==> src/rtl/ysyx_23060240_csr_seq_pkg.sv <==
// Shared encodings for the CSR/trap sequencer: opcodes, FSM states,
// implemented CSR addresses and mstatus field positions.
package ysyx_23060240_csr_seq_pkg;

  typedef enum logic [2:0] {
    OP_CSRRW = 3'd0,
    OP_CSRRS = 3'd1,
    OP_CSRRC = 3'd2,
    OP_ECALL = 3'd3,
    OP_MRET  = 3'd4
  } op_e;

  typedef enum logic [3:0] {
    S_IDLE,
    S_RD,
    S_WR,
    S_EPC_WR,
    S_CAUSE_WR,
    S_STAT_RD,
    S_STAT_WR,
    S_TVEC_RD,
    S_EPC_RD,
    S_RESP
  } state_e;

  localparam logic [11:0] CSR_MSTATUS = 12'h300;
  localparam logic [11:0] CSR_MTVEC   = 12'h305;
  localparam logic [11:0] CSR_MEPC    = 12'h341;
  localparam logic [11:0] CSR_MCAUSE  = 12'h342;

  localparam int MSTATUS_MIE    = 3;
  localparam int MSTATUS_MPIE   = 7;
  localparam int MSTATUS_MPP_LO = 11;
  localparam int MSTATUS_MPP_HI = 12;

  function automatic logic csr_implemented(input logic [11:0] addr);
    return (addr == CSR_MSTATUS) || (addr == CSR_MTVEC) ||
           (addr == CSR_MEPC)    || (addr == CSR_MCAUSE);
  endfunction

endpackage

==> src/rtl/ysyx_23060240_csr_alu.sv <==
// Combinational CSR value computation: CSRRW/RS/RC result plus the mstatus
// transforms applied on trap entry (ECALL) and trap return (MRET).
module ysyx_23060240_csr_alu
  import ysyx_23060240_csr_seq_pkg::*;
(
  input  logic [2:0]  op_i,
  input  logic [31:0] old_i,
  input  logic [31:0] wdata_i,
  output logic [31:0] csr_new_o,
  output logic [31:0] trap_mstatus_o,
  output logic [31:0] mret_mstatus_o
);

  always_comb begin
    case (op_i)
      OP_CSRRS: csr_new_o = old_i | wdata_i;
      OP_CSRRC: csr_new_o = old_i & ~wdata_i;
      default:  csr_new_o = wdata_i;
    endcase

    trap_mstatus_o                                = old_i;
    trap_mstatus_o[MSTATUS_MPIE]                  = old_i[MSTATUS_MIE];
    trap_mstatus_o[MSTATUS_MIE]                   = 1'b0;
    trap_mstatus_o[MSTATUS_MPP_HI:MSTATUS_MPP_LO] = 2'b11;

    mret_mstatus_o                                = old_i;
    mret_mstatus_o[MSTATUS_MIE]                   = old_i[MSTATUS_MPIE];
    mret_mstatus_o[MSTATUS_MPIE]                  = 1'b1;
    mret_mstatus_o[MSTATUS_MPP_HI:MSTATUS_MPP_LO] = 2'b11;
  end

endmodule

==> src/rtl/ysyx_23060240_csr_seq.sv <==
// CSR / ECALL / MRET sequencer: serialises each operation into single-access
// cycles against an external CSR file and returns a one-cycle response.
module ysyx_23060240_csr_seq
  import ysyx_23060240_csr_seq_pkg::*;
#(
  parameter logic [31:0] ECALL_CAUSE      = 32'h0000000b,
  parameter logic [31:0] MTVEC_ALIGN_MASK = 32'hFFFFFFFC
) (
  input  logic        clk,
  input  logic        rst,
  input  logic        req_valid,
  output logic        req_ready,
  input  logic [2:0]  req_op,
  input  logic [11:0] req_csr_addr,
  input  logic [31:0] req_wdata,
  input  logic [31:0] req_pc,
  output logic        resp_valid,
  output logic [31:0] resp_rdata,
  output logic        resp_redirect,
  output logic [31:0] resp_target,
  output logic        resp_illegal,
  output logic        r_csr_en,
  output logic [11:0] r_csr_addr,
  input  logic [31:0] r_csr_data,
  output logic        w_csr_en,
  output logic [11:0] w_csr_addr,
  output logic [31:0] w_csr_data
);

  state_e      state_q, state_d;
  logic [2:0]  op_q, op_d;
  logic [11:0] addr_q, addr_d;
  logic [31:0] wdata_q, wdata_d, pc_q, pc_d, old_q, old_d, target_q, target_d;
  logic        illegal_q, illegal_d;
  logic        addr_ok, is_csr_op;
  logic [31:0] csr_new, trap_mstatus, mret_mstatus;

  assign addr_ok   = csr_implemented(addr_q);
  assign is_csr_op = (op_q == OP_CSRRW) || (op_q == OP_CSRRS) || (op_q == OP_CSRRC);

  ysyx_23060240_csr_alu u_alu (
    .op_i           (op_q),
    .old_i          (old_q),
    .wdata_i        (wdata_q),
    .csr_new_o      (csr_new),
    .trap_mstatus_o (trap_mstatus),
    .mret_mstatus_o (mret_mstatus)
  );

  always_ff @(posedge clk) begin
    if (rst) state_q <= S_IDLE;
    else     state_q <= state_d;
  end

  always_comb begin
    state_d = state_q;
    case (state_q)
      S_IDLE: if (req_valid) begin
        case (req_op)
          OP_CSRRW, OP_CSRRS, OP_CSRRC: state_d = S_RD;
          OP_ECALL:                     state_d = S_EPC_WR;
          OP_MRET:                      state_d = S_STAT_RD;
          default:                      state_d = S_RESP;
        endcase
      end
      // RS/RC with a zero mask must not write, so they bypass WR entirely.
      S_RD:       state_d = (!addr_ok || (op_q != OP_CSRRW && wdata_q == '0)) ? S_RESP : S_WR;
      S_WR:       state_d = S_RESP;
      S_EPC_WR:   state_d = S_CAUSE_WR;
      S_CAUSE_WR: state_d = S_STAT_RD;
      S_STAT_RD:  state_d = S_STAT_WR;
      S_STAT_WR:  state_d = (op_q == OP_ECALL) ? S_TVEC_RD : S_EPC_RD;
      S_TVEC_RD:  state_d = S_RESP;
      S_EPC_RD:   state_d = S_RESP;
      default:    state_d = S_IDLE;
    endcase
  end

  always_ff @(posedge clk) begin
    if (rst) begin
      op_q      <= '0;
      addr_q    <= '0;
      wdata_q   <= '0;
      pc_q      <= '0;
      old_q     <= '0;
      target_q  <= '0;
      illegal_q <= 1'b0;
    end else begin
      op_q      <= op_d;
      addr_q    <= addr_d;
      wdata_q   <= wdata_d;
      pc_q      <= pc_d;
      old_q     <= old_d;
      target_q  <= target_d;
      illegal_q <= illegal_d;
    end
  end

  always_comb begin
    op_d      = op_q;
    addr_d    = addr_q;
    wdata_d   = wdata_q;
    pc_d      = pc_q;
    old_d     = old_q;
    target_d  = target_q;
    illegal_d = illegal_q;
    case (state_q)
      S_IDLE: if (req_valid) begin
        op_d      = req_op;
        addr_d    = req_csr_addr;
        wdata_d   = req_wdata;
        pc_d      = req_pc;
        old_d     = '0;
        target_d  = '0;
        illegal_d = (req_op > OP_MRET);
      end
      S_RD: begin
        if (addr_ok) old_d = r_csr_data;
        else         illegal_d = 1'b1;
      end
      S_STAT_RD: old_d    = r_csr_data;
      S_TVEC_RD: target_d = r_csr_data & MTVEC_ALIGN_MASK;
      S_EPC_RD:  target_d = r_csr_data;
      default: ;
    endcase
  end

  always_comb begin
    req_ready     = (state_q == S_IDLE);
    resp_valid    = 1'b0;
    resp_rdata    = '0;
    resp_redirect = 1'b0;
    resp_target   = '0;
    resp_illegal  = 1'b0;
    r_csr_en      = 1'b0;
    r_csr_addr    = '0;
    w_csr_en      = 1'b0;
    w_csr_addr    = '0;
    w_csr_data    = '0;
    case (state_q)
      S_RD: if (addr_ok) begin
        r_csr_en   = 1'b1;
        r_csr_addr = addr_q;
      end
      S_WR: begin
        w_csr_en   = 1'b1;
        w_csr_addr = addr_q;
        w_csr_data = csr_new;
      end
      S_EPC_WR: begin
        w_csr_en   = 1'b1;
        w_csr_addr = CSR_MEPC;
        w_csr_data = pc_q;
      end
      S_CAUSE_WR: begin
        w_csr_en   = 1'b1;
        w_csr_addr = CSR_MCAUSE;
        w_csr_data = ECALL_CAUSE;
      end
      S_STAT_RD: begin
        r_csr_en   = 1'b1;
        r_csr_addr = CSR_MSTATUS;
      end
      S_STAT_WR: begin
        w_csr_en   = 1'b1;
        w_csr_addr = CSR_MSTATUS;
        w_csr_data = (op_q == OP_ECALL) ? trap_mstatus : mret_mstatus;
      end
      S_TVEC_RD: begin
        r_csr_en   = 1'b1;
        r_csr_addr = CSR_MTVEC;
      end
      S_EPC_RD: begin
        r_csr_en   = 1'b1;
        r_csr_addr = CSR_MEPC;
      end
      S_RESP: begin
        resp_valid    = 1'b1;
        resp_illegal  = illegal_q;
        resp_redirect = !illegal_q && !is_csr_op;
        resp_target   = (!illegal_q && !is_csr_op) ? target_q : '0;
        resp_rdata    = (!illegal_q && is_csr_op) ? old_q : '0;
      end
      default: ;
    endcase
  end

endmodule

==> config.mk <==
export PLATFORM = sky130hd
export DESIGN_NAME = ysyx_23060240_csr_seq
export DESIGN_NICKNAME = d
export VERILOG_FILES = /design/src/rtl/ysyx_23060240_csr_seq_pkg.sv /design/src/rtl/ysyx_23060240_csr_alu.sv /design/src/rtl/ysyx_23060240_csr_seq.sv
export SDC_FILE = /design/constraint.sdc
export NUM_CORES = 1
export LEC_CHECK = 0
export BUFFER_PORTS_ARGS = -buffer_cell sky130_fd_sc_hd__buf_2
export CAP_MARGIN = 20
export CELL_PAD_IN_SITES_DETAIL_PLACEMENT = 1
export CELL_PAD_IN_SITES_GLOBAL_PLACEMENT = 2
export CORE_UTILIZATION = 30
export CTS_CLUSTER_DIAMETER = 80
export DETAILED_ROUTE_END_ITERATION = 8
export PLACE_DENSITY = 0.81
export SETUP_SLACK_MARGIN = 0.5
export SLEW_MARGIN = 0
export SYNTH_ARGS = -nofsm -noshare
export SYNTH_HDL_FRONTEND = slang
export SYNTH_HIERARCHICAL = 1
export SYNTH_SLANG_ARGS = --single-unit
==> constraint.sdc <==
create_clock -name clk -period 2.1 [get_ports clk]
set_clock_uncertainty 0.1 [all_clocks]
set_input_delay 0.315 -clock clk [delete_from_list [all_inputs] [get_ports clk]]
set_output_delay 0.315 -clock clk [all_outputs]
set_load 0.02 [all_outputs]
# Word level (Yosys, flattened, before mapping)
# Cells that the tools add are included.
# W data, S select, Z words.
# classes
n_lt_le_gt_ge,1
n_eq_ne,23
bitwise_logic,3
mux,28
reduce_logical,28
# ops
op,count
$mux W32,6
$pmux W32 S3,2
$pmux W32 S4,1
$pmux W12 S4,2
$pmux W32 S2,1
$eq A12 B10 Y1 const B,4
$and A32 B32 Y32,1
$logic_not A32 Y1,1
$not A32 Y32,1
$or A32 B32 Y32,1
$pmux W4 S7,1
$eq A4 B3 Y1 const B,4
$eq A3 B2 Y1 const B,4
$mux W12,1
$mux W4,3
$pmux W4 S3,1
$reduce_bool A3 Y1,3
$reduce_or A3 Y1,3
$eq A4 B2 Y1 const B,2
$eq A4 B4 Y1 const B,2
$mux W8,1
$mux W1,7
$eq A3 B1 Y1 const B,2
$logic_not A3 Y1,2
13 further kinds,27
# word_totals
reg_bits,148
output_inout_bits,126
input_bits,114
elab_cells,91

# Logic depth before layout (Yosys ltp)
# Gate-level depths: netlist (run 1).
# depth
depth_word,8
mapped_depth,9
mapped_depth_nobuf,7

# Hierarchy
# Netlist (run 1), hierarchy kept.
# by_module_without_submodules
mod,seq_area_each_um2,area_per_inst_um2,cells_per_inst,n_inst
ysyx_23060240_csr_seq,2962.8,7154.4,940,1
ysyx_23060240_csr_alu,0.0,1461.4,178,1

# Worst setup path after synthesis (run 1)
# OpenSTA, ideal clock, no wires.
# synth_path
path_kind,reg-to-reg
from,register state_q[3]
to,register target_q[24]
required_time_ns,1.868
t_arrival_ns,1.973
period_less_slack_ns,2.206
setup_slack_ns,-0.106
n_path_buf,3
stages_incl_launch_ff,8
setup_ns,0.132
path_cell_list,dfxtp_1 buf_2 nor4_1 nand2_1 clkbuf_1 buf_2 nand3_1 a21oi_1
# synth_via
elab_chain_len,3
elab_cells_between_ends,7
classes_between,3 x eq/ne; 1 x mux; 3 x reduce/logical
# synth_rtl
item,line,text
start: declaration,ysyx_23060240_csr_seq.sv:30,"state_e state_q, state_d;"
start signal: assignment,ysyx_23060240_csr_seq.sv:52,else state_q <= state_d;
$logic_not A4 Y1 (*),n/a,
named net req_ready,ysyx_23060240_csr_seq.sv:12,"output logic req_ready,"
$ne A2 B2 Y1 (no source line) / $reduce_bool A3 Y1 (equally long branches),n/a,
$reduce_and A2 Y1 (no source line),n/a,
end signal: assignment,ysyx_23060240_csr_seq.sv:94,target_q <= target_d;
end: declaration,ysyx_23060240_csr_seq.sv:33,"logic [31:0] wdata_q, wdata_d, pc_q, pc_d, old_q, old_d, target_q, target_d;"
# Mark *: on every way through the listed nets, which the timed path passes. The rest lies on a longest branch.
# A chain may end at the register's enable or synchronous reset.

# Worst setup path in the final report (run 1)
# layout_path
from,register op_q[0]
to,output port w_csr_data[31]
# layout_via
elab_chain_len,3
elab_cells_between_ends,4
classes_between,2 x eq/ne; 2 x mux
# layout_rtl
item,line,text
start: declaration,ysyx_23060240_csr_seq.sv:31,"logic [2:0] op_q, op_d;"
start signal: assignment,ysyx_23060240_csr_seq.sv:89,op_q <= op_d;
$eq A3 B2 Y1 / $eq A3 B1 Y1 (equally long branches),ysyx_23060240_csr_alu.sv:15,case (op_i)
$pmux W32 S2 (*),ysyx_23060240_csr_alu.sv:15,
named net csr_new[31],ysyx_23060240_csr_seq.sv:36,"logic [31:0] csr_new, trap_mstatus, mret_mstatus;"
$pmux W32 S4 (*),ysyx_23060240_csr_seq.sv:140,case (state_q)
end: declaration,ysyx_23060240_csr_seq.sv:27,output logic [31:0] w_csr_data
# Marks and branches as above.

==> implementation parameters, run 1 <==
Parameter                              Value

STA
  Total of endpoints with negative setup slack in the final report ... 265
  Final clock period utilization by the worst path ... 1.28
  Final WS setup ... -582 ps
  Final hold vios ... 0
  Headroom to the max-slew limit ... 0.639
  Unrepaired setup endpoints after global routing ... yes
  Pins Over Slew Limit ... 0
  Transition time of the tightest slew-check pin ... 542 ps
  Achievable frequency ... 373 MHz
  Final worst path period need ... 2680 ps
  Worst hold-check slack ... 4.59 ps

Route
  1st-pass router iterations ... 7
  Drt initial violations ... 682
  Post-DRT Antenna Nets ... 0
  Final Routed Wirelength ... 45,900 µm
  Routed wire per std cell ... 25.2 µm
  Routed via count ... 9,839
  DRC ... 0
  Via count normalized by instance count ... 5.41

Die
  Starting Density ... 0.308
  Cell row count ... 61
  Die Area ... 29,400 µm²
  Width of the die ... 171 µm
  DIE HEIGHT ... 171 µm
  Boundary pin count ... 240
  Core Region ... 28,000 µm²

Outcome
  Violations in the final reports ... setup timing
  Status ... complete, but fails checks

Logic synthesis
  Number of synthesized register bits ... 148
  Portion of the post-synthesis area used by sequential elements ... 0.344
  Netlist cell types ... 48
  Cell area after technology mapping ... 8620 µm²
  Async set-or-reset flop fraction in the synthesized netlist ... 0
  Number of standard cells after synthesis ... 1,118
  EDFF count, synth ... 0
  Most frequently used flop master after synthesis ... dfxtp_1
  Count of synthesis-stage warnings from yosys ... 6
  Synthesized area per cell ... 7.71 µm²

Worst setup path
  CP Launch Type ... flop
  Worst-path fanout max ... 5
  CP required ... 1680 ps
  Kind of end point of the critical path ... output port
  Arrival time of data at the critical path endpoint ... 2270 ps
  Type of the setup path with the least slack ... flop to output port

Power
  Part of the total power dissipated in the clock network ... 0.172
  Power share of the sequential group ... 0.243
  Net switching fraction of the power ... 0.443
  Power, Total ... 17.9 mW
  Static Leakage ... 6.22 nW
  Net switching power of the design ... 7.93 mW
  Ratio of total power to cell area ... 1180 nW/µm²
  Highest ir drop seen on vdd ... 0.914 mV
  Internal power contribution ... 9.96 mW
  Share of power burned in combinational logic ... 0.585

Cells and area
  Area growth from synthesis to layout ... 75.7%
  Total non-filler cell area in the finished layout ... 15,100 µm²
  Fill cell instance count of the final layout ... 3,099
  Most common cell after layout, fill and taps aside ... nand2_1
  Top library cells by usage in the layout, fill and taps aside ... 219 x nand2_1, 145 x buf_6, 131 x dfxtp_1
  Layout cell share with drive strength beyond 1 ... 0.604
  Final standard cell utilization of the core ... 0.541
  Net count, final ... 1,540

CTS
  Reg clk slew, reported paths ... 70 ps
  CTS root buffer ... clkbuf_16
  Sinks on the clock net ... 148
  Clock Path Buffers ... 2
  TritonCTS clock tree ... yes
  Clock latency of the later-clocked register in the worst-skew pair ... 450 ps
  Cts bufs inserted ... 17
  H-tree depth ... 4

Placed design
  Pre-CTS worst setup slack ... -97.1 ps
  Area of placed instances ... 10,300 µm²
  Routability Congestion ... 0.912
  DP Wirelength ... 24,900 µm
  Count of input and output buffers ... 233

GRT
  Total congestion overflow after global routing ... 0
  Via count of the first global-routing pass ... 9,884
  Number of antenna violations at the first check in global routing ... 1
  Global-route usage over all layers ... 0.278
  Global-route wire length before repair ... 60,100 µm
  Pin count of the biggest net entering global routing ... 55

Worst hold path
  Path class of the lowest-slack min-delay path ... input port to flop

Run
  Count of max-cap constraint violations ... 0
-- path summary, 6_finish.rpt --
check | end | slack, ps | cells past startpoint | from
worst max register to register | target_q[23] | -310 | 13 | state_q[2]
worst max-delay path | w_csr_data[31] | -580 | 7 | op_q[0]
worst min-delay path | pc_q[14] | 5 | 3 | req_pc[14]
worst min register to register | pc_q[13] | 370 | 2 | pc_q[13]
-- synth_stat cells, types with 3 or more instances --
cell / instances / area share
nand2_1: 294 / 0.13
dfxtp_1: 148 / 0.34
a21oi_1: 123 / 0.071
buf_4: 80 / 0.070
and2_1: 67 / 0.049
nor2_1: 50 / 0.022
clkbuf_1: 41 / 0.018
mux2i_1: 36 / 0.042
nand2b_1: 35 / 0.025
nand3_1: 35 / 0.020
a21oi_2: 31 / 0.032
a311oi_2: 30 / 0.052
buf_2: 30 / 0.017
a222oi_1: 29 / 0.034
nor4_1: 11 / 0.0080
o21ai_0: 9 / 0.0052
and3_1: 7 / 0.0051
nor3_1: 7 / 0.0041
buf_6: 6 / 0.0078
a31oi_1: 5 / 0.0036
inv_1: 5 / 0.0022
o22ai_1: 4 / 0.0029
a311oi_1: 3 / 0.0031
conb_1: 3 / 0.0013
-- layer usage --
metal	wire length, µm	vias up	GRT usage
met5	0	-	0
met2	23100	438	0.493
met4	2930	0	0.148
li1	-	4412	-
met3	2500	141	0.0377
met1	17400	4848	0.323
-- worst max-delay path: stages, from the launching register on --
cell and delay (ps):
dfxtp_4 370, buf_4 150, nor2_4 180, buf_6 160, a311oi_2 110, a222oi_1 480, nand2_1 200, buf_6 180
-- state kept, by name, indices dropped and copies added, names as in the netlist --
register	flops
addr_q	12
illegal_q	1
old_q	32
op_q	3
pc_q	32
state_q	4
target_q	32
wdata_q	32
-- stage by stage --
step | cells | setup TNS (ps)
after floorplan | 1127 | 0
after global placement | 1671 | -393
after detailed placement | 1671 | -245
after CTS | 1779 | -32820
after global routing | 1818 | -91690
final | 1818 | -76300
-- cell families (layout without fill, tap and decap cells) --
logic type,count (synthesis),count (layout),share of synthesized area
AOI/OAI and AO/OA,247,247,0.219
buffers and inverters,163,474,0.115
DFF,148,148,0.344
muxes,36,36,0.0418
other,3,13,0.00131
and+or+nand+nor,521,522,0.278
-- area by class of cell --
| cell class | instances | area [µm²] | share of cell area |
|---|---|---|---|
| Clock inverter | 15 | 139 | 0.00917 |
| Inverter | 5 | 32.5 | 0.00215 |
| Timing Repair Buffer | 437 | 4560 | 0.301 |
| Antenna cell | 1 | 2.50 | 0.000165 |
| Clock buffer | 17 | 425 | 0.0281 |
| Tap cell | 378 | 473 | 0.0312 |
| Sequential cell | 148 | 3000 | 0.198 |
| Multi-Input combinational cell | 817 | 6510 | 0.430 |
-- repair_timing --
item	4_1_cts	5_1_grt
resized for setup	415	327
cloned	25	5
hold endpoints to repair	5	0
buffers inserted	46	33
hold buffers	5	0
setup endpoints to repair	268	268
pin swaps	90	225
-- power by group through the flow --
stage                     Clock (mW)  Combinational (mW)  Sequential, mW
after floorplan                    0                3.58            3.85
after global placement             0                5.27            4.07
after detailed placement           0                5.37            4.09
after CTS                       3.09                8.16            4.11
after global routing            3.23                10.9            4.39
final                           3.08                10.5            4.34
(Power assumes the default switching activity.)
==> inputs of run 2 (changes only) <==
Settings changed: CTS_BUF_LIST set to sky130_fd_sc_hd__clkbuf_4.
==> run 2 against run 1 <==
The flow still finishes with violations (setup timing); sequential share of layout area is 4.2 points higher; global-route usage is 3.9 points lower; setup slack worse by 25 ps; combinational power is 43% lower; via count is 6.6% lower; critical endpoint is now resp_rdata[28]; register-to-register slack better by 260 ps.
==> implementation parameters, run 2 (synthesis results as in run 1) <==
Parameter                              Value

Outcome
  Status ... complete, but fails checks
  Violations in the final reports ... setup timing

Run
  Count of max-cap constraint violations ... 0

Worst setup path
  Critical register-to-register path endpoint ... old_q[7]
  Top Family by Delay on Critical Path ... buffers and inverters
  Worst-path fanout max ... 17
  Largest stage delay, worst path ... 390 ps
  Critical path capture point ... resp_rdata[28]
  Startpoint of the most critical setup path ... op_q[1]
  Most Frequent Cell on Critical Path ... buf_4
  Worst Path Buf+Inv ... 4
  Worst reg-to-reg setup slack ... -50 ps
  CP required ... 1680 ps
  CP Launch Type ... flop
  Type of the setup path with the least slack ... flop to output port
  Source of the worst register-to-register timing path ... addr_q[4]
  CP Cell Sequence ... buf_4 > a21oi_1 > nor3b_4 > buf_4 > buf_16 > and2_1 > buf_2
  Depth of the worst register-to-register path ... 7
  Arrival time of data at the critical path endpoint ... 2290 ps
  Slowest library cell on the worst path ... dfxtp_4
  Crit path depth ... 7
  Kind of end point of the critical path ... output port

CTS
  CTS root buffer ... clkbuf_4
  TritonCTS clock tree ... yes
  Reg clk slew, reported paths ... 150 ps
  H-tree depth ... 4
  Clock latency of the later-clocked register in the worst-skew pair ... 580 ps
  Cts bufs inserted ... 17
  Clock Path Buffers ... 2
  Sinks on the clock net ... 148

Cells and area
  Net count, final ... 1,550
  Fill cell instance count of the final layout ... 3,428
  Top library cells by usage in the layout, fill and taps aside ... 290 x nand2_1, 162 x buf_2, 135 x dfxtp_1
  Final standard cell utilization of the core ... 0.445
  Most common cell after layout, fill and taps aside ... nand2_1
  Layout cell share with drive strength beyond 1 ... 0.344
  Area growth from synthesis to layout ... 44.6%
  Total non-filler cell area in the finished layout ... 12,500 µm²

Route
  DRC ... 0
  Final Routed Wirelength ... 36,000 µm
  Drt initial violations ... 731
  1st-pass router iterations ... 6
  Post-DRT Antenna Nets ... 0
  Via count normalized by instance count ... 5.03
  Routed wire per std cell ... 19.7 µm
  Routed via count ... 9,194

STA
  Final hold vios ... 0
  Total of endpoints with negative setup slack in the final report ... 120
  Pins Over Slew Limit ... 0
  Final worst path period need ... 2710 ps
  Final WS setup ... -606 ps
  Final clock period utilization by the worst path ... 1.29
  Unrepaired setup endpoints after global routing ... yes
  Achievable frequency ... 369 MHz
  Worst hold-check slack ... 241 ps

Worst hold path
  Path class of the lowest-slack min-delay path ... input port to flop
  Startpoint of the tightest hold check path ... req_valid

Placed design
  DP Wirelength ... 24,900 µm
  Routability Congestion ... 0.912
  Pre-CTS worst setup slack ... -97.1 ps
  Count of input and output buffers ... 233
  Area of placed instances ... 10,300 µm²

Power
  Static Leakage ... 5.23 nW
  Power, Total ... 11.9 mW
  Highest ir drop seen on vdd ... 0.667 mV
  Ratio of total power to cell area ... 958 nW/µm²

GRT
  Global-route wire length before repair ... 53,000 µm
  Via count of the first global-routing pass ... 9,434
  Number of antenna violations at the first check in global routing ... 1
  Total congestion overflow after global routing ... 0
  Pin count of the biggest net entering global routing ... 62
  Global-route usage over all layers ... 0.239

Die
  DIE HEIGHT ... 171 µm
  Boundary pin count ... 240
  Width of the die ... 171 µm
  Cell row count ... 61
  Starting Density ... 0.308
  Die Area ... 29,400 µm²
  Core Region ... 28,000 µm²
[run 2: cell type report]
type	count	area (µm²)	share of cell area
Inverter	5	22.5	0.00181
Clock buffer	17	128	0.0102
Antenna cell	2	5.00	0.000402
Multi-Input combinational cell	816	5010	0.402
Sequential cell	148	2990	0.240
Timing Repair Buffer	448	3690	0.296
Clock inverter	15	139	0.0111
Tap cell	378	473	0.0380
[run 2: layer usage]
metal	wire length [µm]	share of wire	global-route usage
met5	0	0	0
met2	17900	0.50	0.426
met4	1510	0.042	0.110
met3	1540	0.043	0.0345
met1	15100	0.42	0.280
[run 2: timing repair]
| item | in CTS | in global routing |
|---|---|---|
| endpoints found under the setup margin | 268 | 268 |
| pin swaps | 36 | 29 |
| setup buffers | 4 | 4 |
| gates cloned | 1 | 3 |
| resized for setup | 111 | 60 |
| endpoints found under the hold margin | 144 | 0 |
| hold buffers | 112 | 0 |
[run 2: worst register-to-register path, cell delays in order (launching register included)]
cell,delay [ps]
dfxtp_2,370
nor4b_4,280
and3_4,230
buf_4,120
a21oi_2,100
nor4_4,310
buf_12,280
mux2i_1,280
[run 2: worst min-delay path by stage]
stage	slack (ps)	endpoint	depth (start not counted)
global route	200	addr_q[4]	5
CTS	150	addr_q[4]	5
global placement	350	pc_q[1]	2
detailed placement	350	pc_q[3]	2
floorplan	340	pc_q[10]	2
finish	240	addr_q[4]	5
[run 2: per-stage QoR]
| step | setup TNS [ps] | cells |
|---|---|---|
| 2_1_floorplan | 0 | 1127 |
| 3_3_place_gp | -393 | 1671 |
| 3_5_place_dp | -245 | 1671 |
| 4_1_cts | -55910 | 1820 |
| 5_1_grt | -67200 | 1828 |
| 6_report | -51200 | 1829 |
[run 2: report_power, final]
group          internal [mW]  total [mW]  switching, mW
registers               3.40        4.10          0.705
clock network          0.520        1.82           1.30
logic                   2.55        6.01           3.46
